<file path="src/rtl/apb_master_nslave.sv">
// APB requester fanning one request port out to NUM_SLV completers chosen by the top address bits.
// Optional wait-state abort is compiled in when APB_TIMEOUT_EN is defined.
module apb_master_nslave #(
  parameter int ADDR_W      = 9,
  parameter int DATA_W      = 8,
  parameter int NUM_SLV     = 2,
  parameter int TIMEOUT_CYC = 16
) (
  input  logic                      PCLK,
  input  logic                      PRESETn,
  input  logic                      transfer,
  input  logic                      READ_WRITE,
  input  logic [ADDR_W-1:0]         req_addr,
  input  logic [DATA_W-1:0]         req_wdata,
  output logic                      req_ready,
  output logic                      rsp_valid,
  output logic [DATA_W-1:0]         rsp_rdata,
  output logic                      rsp_err,
  output logic [NUM_SLV-1:0]        PSEL,
  output logic                      PENABLE,
  output logic                      PWRITE,
  output logic [ADDR_W-1:0]         PADDR,
  output logic [DATA_W-1:0]         PWDATA,
  input  logic [NUM_SLV*DATA_W-1:0] PRDATA,
  input  logic [NUM_SLV-1:0]        PREADY,
  input  logic [NUM_SLV-1:0]        PSLVERR
);

  localparam int SEL_W = $clog2(NUM_SLV);

  typedef enum logic [1:0] {IDLE, SETUP, ACCESS} state_t;

  state_t              state, state_nxt;
  logic                accept, done, dec_err, tmo;
  logic                sel_ready, sel_err;
  logic [DATA_W-1:0]   sel_rdata;

  // Out-of-range indices shift the single set bit off the top, leaving an all-zero select.
  function automatic logic [NUM_SLV-1:0] decode(input logic [ADDR_W-1:0] addr);
    logic [SEL_W-1:0] idx;
    idx    = addr[ADDR_W-1 -: SEL_W];
    decode = {{(NUM_SLV-1){1'b0}}, 1'b1} << idx;
  endfunction

  // Only the selected completer's ready/error/data can reach the response path.
  always_comb begin
    sel_ready = 1'b0;
    sel_err   = 1'b0;
    sel_rdata = '0;
    for (int i = 0; i < NUM_SLV; i++) begin
      if (PSEL[i]) begin
        sel_ready = PREADY[i];
        sel_err   = PSLVERR[i];
        sel_rdata = PRDATA[i*DATA_W +: DATA_W];
      end
    end
  end

`ifdef APB_TIMEOUT_EN
  logic [7:0] wait_cnt;

  always_ff @(posedge PCLK or negedge PRESETn) begin
    if (!PRESETn)              wait_cnt <= '0;
    else if (state != ACCESS)  wait_cnt <= '0;
    else if (!sel_ready)       wait_cnt <= wait_cnt + 8'd1;
  end

  // Fires on the TIMEOUT_CYC-th consecutive wait-state cycle.
  assign tmo = (state == ACCESS) && !sel_ready && (wait_cnt == 8'(TIMEOUT_CYC - 1));
`else
  assign tmo = 1'b0;
`endif

  always_ff @(posedge PCLK or negedge PRESETn) begin
    if (!PRESETn) state <= IDLE;
    else          state <= state_nxt;
  end

  always_comb begin
    state_nxt = state;
    req_ready = 1'b0;
    done      = 1'b0;
    dec_err   = 1'b0;
    unique case (state)
      IDLE: begin
        req_ready = 1'b1;
        if (transfer) state_nxt = SETUP;
      end
      SETUP: begin
        if (PSEL == '0) begin
          dec_err   = 1'b1;
          state_nxt = IDLE;
        end else begin
          state_nxt = ACCESS;
        end
      end
      ACCESS: begin
        if (sel_ready || tmo) begin
          done      = 1'b1;
          req_ready = 1'b1;
          state_nxt = transfer ? SETUP : IDLE;
        end
      end
      default: state_nxt = IDLE;
    endcase
    if (!PRESETn) req_ready = 1'b0;
  end

  assign accept = transfer && req_ready;

  // Registered APB and response outputs
  always_ff @(posedge PCLK or negedge PRESETn) begin
    if (!PRESETn) begin
      PSEL      <= '0;
      PENABLE   <= 1'b0;
      PWRITE    <= 1'b0;
      PADDR     <= '0;
      PWDATA    <= '0;
      rsp_valid <= 1'b0;
      rsp_err   <= 1'b0;
      rsp_rdata <= '0;
    end else begin
      PENABLE   <= (state_nxt == ACCESS);
      rsp_valid <= done || dec_err;
      rsp_err   <= dec_err || (done && (tmo || sel_err));
      rsp_rdata <= (done && !PWRITE && !tmo && !sel_err) ? sel_rdata : '0;
      if (accept) begin
        PWRITE <= ~READ_WRITE;
        PADDR  <= req_addr;
        PWDATA <= req_wdata;
        PSEL   <= decode(req_addr);
      end else if (done || dec_err) begin
        PSEL   <= '0;
      end
    end
  end

endmodule

</file>
<file path="config.mk">
export PLATFORM = sky130hd
export DESIGN_NAME = apb_master_nslave
export DESIGN_NICKNAME = d
export VERILOG_FILES = /design/src/rtl/apb_master_nslave.sv
export SDC_FILE = /design/constraint.sdc
export NUM_CORES = 1
export LEC_CHECK = 0
export ABC_AREA = 1
export CAP_MARGIN = 20
export CORE_MARGIN = 2
export CORE_UTILIZATION = 39
export DETAILED_ROUTE_END_ITERATION = 10
export PLACE_DENSITY = 0.83
export SKIP_LAST_GASP = 1
export SLEW_MARGIN = 20
export SYNTH_ARGS = -nofsm -noshare
export SYNTH_HDL_FRONTEND = slang
export SYNTH_SLANG_ARGS = --single-unit
</file>
<file path="constraint.sdc">
create_clock -name PCLK -period 1.7 [get_ports PCLK]
set_clock_uncertainty 0.15 [all_clocks]
set_input_delay 0.17 -clock PCLK [delete_from_list [all_inputs] [get_ports PCLK]]
set_output_delay 0.17 -clock PCLK [all_outputs]
set_load 0.02 [all_outputs]
</file>
==> results.json <==
{
  "arrival_ps": 1300,
  "worstPathRequired_ps": 1380,
  "die_w_um": 64.21,
  "root_buffer": "clkbuf_4",
  "seq_area_frac_synth": 0.5841,
  "post_synth_num_cell_types": 20,
  "syn_to_final_growth_pct": 65.04,
  "via_count": 1258,
  "end_kind": "output pin",
  "synth.avg_cell_area_um2": 9.684,
  "placedInstanceArea_um2": 2255,
  "start_util": 0.4139,
  "cap_violations": 0,
  "slew_viol_final": 0,
  "powerDensity_nw_per_um2": 1511,
  "hold_viol_final": 0,
  "die_h_um": 64.21,
  "hpwl_mm": 2.428,
  "num_rows": 21,
  "critPathLaunchType": "flip-flop",
  "num_antenna_cells": 0,
  "routedWlPerCell_um": 11.57,
  "dpl.cell_count": 272,
  "core_area_um2": 3416,
  "ys_warn_count": 0,
  "regArea_um2": 825.8,
  "utilization": 0.6832,
  "tightest_slew_ps": 237.2,
  "ir_worst_vdd_mv": 0.8172,
  "period_needed_ps": 1617,
  "p_total_w": 0.003526,
  "cts_tree": "done",
  "setup-violations-final": 0,
  "rsz0062_at_grt": "true",
  "max_freq_ghz": 0.6184,
  "grt_max_degree": 36,
  "drive_above_1_share": 0.1667,
  "numCtsBuffers": 5,
  "route.antenna.remaining_nets": 0,
  "clkTransAtPathRegs_ps": 100,
  "clock-sinks": 33,
  "max-slew-margin-rel": 0.8405,
  "clock_latency_ps": 310,
  "grt_pass1_wl_mm": 5.333,
  "worst-path-max-fanout": 3,
  "synthesis.area_um2": 1414,
  "p_leak_nw": 1.138,
  "drt_wl_total_mm": 3.239,
  "design_area_um2": 2333,
  "worst-setup-path-type": "flip-flop to output pin",
  "ys_seq_elements": 33,
  "syn-instance-count": 146,
  "layout.cells.non_filler": 280,
  "period_share": 0.9512,
  "hold_slack_ps": 226.4,
  "cts_max_path_buffers": 2,
  "drc": 0,
  "grt_use_total": 0.1678,
  "pin_count": 73,
  "antenna_found_initial": 0,
  "drt_pass1_iterations": 4,
  "grt-ovfl-total": 0,
  "portBuffers": 72,
  "die_area_um2": 4123,
  "routabilityCongestion": 0.7899,
  "drt-initial-drc-count": 40,
  "hp-class": "input port to async pin",
  "htreeDepth": 2,
  "grt_pass1_vias": 1199,
  "final_cell_mix": "clkdlybuf4s50_1 (67), dfrtp_1 (33), nand2_1 (29)",
  "final_common_cell": "clkdlybuf4s50_1",
  "syn_nets": 187,
  "vias_per_cell": 4.493,
  "multi_input_area_um2": 467.9,
  "fillers": 290,
  "status": "finished clean",
  "final_nets": 275
}
==> worst max-delay path, stage by stage, from the launching register on <==
cell	delay, ps
dfrtp_1	390
inv_2	50
nand2_2	80
nand3_2	90
nand2_2	90
inv_2	50
nor2_4	100
buf_6	120
==> kinds of logic (layout without fill, tap and decap cells) <==
logic type	count (synthesis)	count (layout)	synth area share
buf+inv	30	118	0.09380
flops	33	33	0.5841
simple gates	53	53	0.1788
compound gates	30	30	0.1434
==> sequential cells by signal, summed over array words and instances (netlist names) <==
| signal | count |
|---|---|
| PADDR | 9 |
| PSEL | 2 |
| rsp_valid | 1 |
| PWDATA | 8 |
| state | 2 |
| PENABLE | 1 |
| rsp_err | 1 |
| PWRITE | 1 |
| rsp_rdata | 8 |
==> layer usage <==
| metal | part of all wire | routed length (um) | vias up | GRT usage |
|---|---|---|---|---|
| met5 | 0 | 0 | - | 0 |
| met4 | 0.0077 | 25 | 0 | 0.06117 |
| met3 | 0.093 | 302 | 4 | 0.05458 |
| met2 | 0.49 | 1590 | 53 | 0.2917 |
| met1 | 0.41 | 1320 | 564 | 0.1922 |
| li1 | - | - | 637 | - |
==> Yosys cell counts <==
master / n / area share
a22o_1: 1 / 0.0062
a22oi_1: 8 / 0.042
a31oi_1: 1 / 0.0044
buf_2: 1 / 0.0035
buf_4: 1 / 0.0053
buf_6: 2 / 0.016
dfrtp_1: 33 / 0.58
inv_1: 26 / 0.069
nand2_1: 31 / 0.082
nand2_2: 1 / 0.0044
nand3_1: 2 / 0.0071
nand3_2: 3 / 0.021
nand4_1: 1 / 0.0044
nand4_4: 1 / 0.015
nor2_1: 12 / 0.032
nor2_2: 1 / 0.0044
nor2_4: 1 / 0.0080
o21ai_1: 12 / 0.042
o21ai_2: 6 / 0.037
o31ai_1: 2 / 0.011
==> worst paths after layout <==
path | end | cells past startpoint | start | slack (ps)
max | req_ready | 7 | PSEL[1]$_DFFE_PN0P_ | 80
min | PSEL[1]$_DFFE_PN0P_ | 3 | PRESETn | 230
max reg2reg | PWDATA[0]$_DFFE_PN0P_ | 7 | PSEL[1]$_DFFE_PN0P_ | 170
min reg2reg | PWDATA[4]$_DFFE_PN0P_ | 2 | PWDATA[4]$_DFFE_PN0P_ | 340
max in group asynchronous | PADDR[4]$_DFFE_PN0P_ | 3 | PRESETn | 950
min in group PCLK | PADDR[7]$_DFFE_PN0P_ | 3 | req_addr[7] | 240
==> per-stage QoR <==
stage / TNS, ps / worst slack [ps]
floorplan: 0 / 150.4
global placement: -322.8 / -322.8
detailed placement: -377.3 / -377.3
CTS: -140.2 / -140.2
global route: -32.11 / -32.11
finish: 0 / 82.98
==> cell type report <==
| type | count | area share |
|---|---|---|
| inverter | 26 | 0.04182 |
| clock buffer | 7 | 0.02359 |
| timing repair buffer | 85 | 0.3555 |
| tap | 46 | 0.02466 |
| sequential | 33 | 0.3539 |
| multi-input combinational | 83 | 0.2005 |
==> what timing repair did <==
item                       CTS  global route
hold buffers                 1             0
buffers inserted             0             0
setup endpoints to repair    3             2
pin swaps                    0             4
hold endpoints to repair    33             0
resized for setup            4            12
==> where the power goes <==
group	switching, W	internal (W)
Sequential	0.000151	0.00106
Clock	0.000234	0.000195
Combinational	0.000985	0.000897
Total	0.00137	0.00216
(Power assumes the default switching activity.)
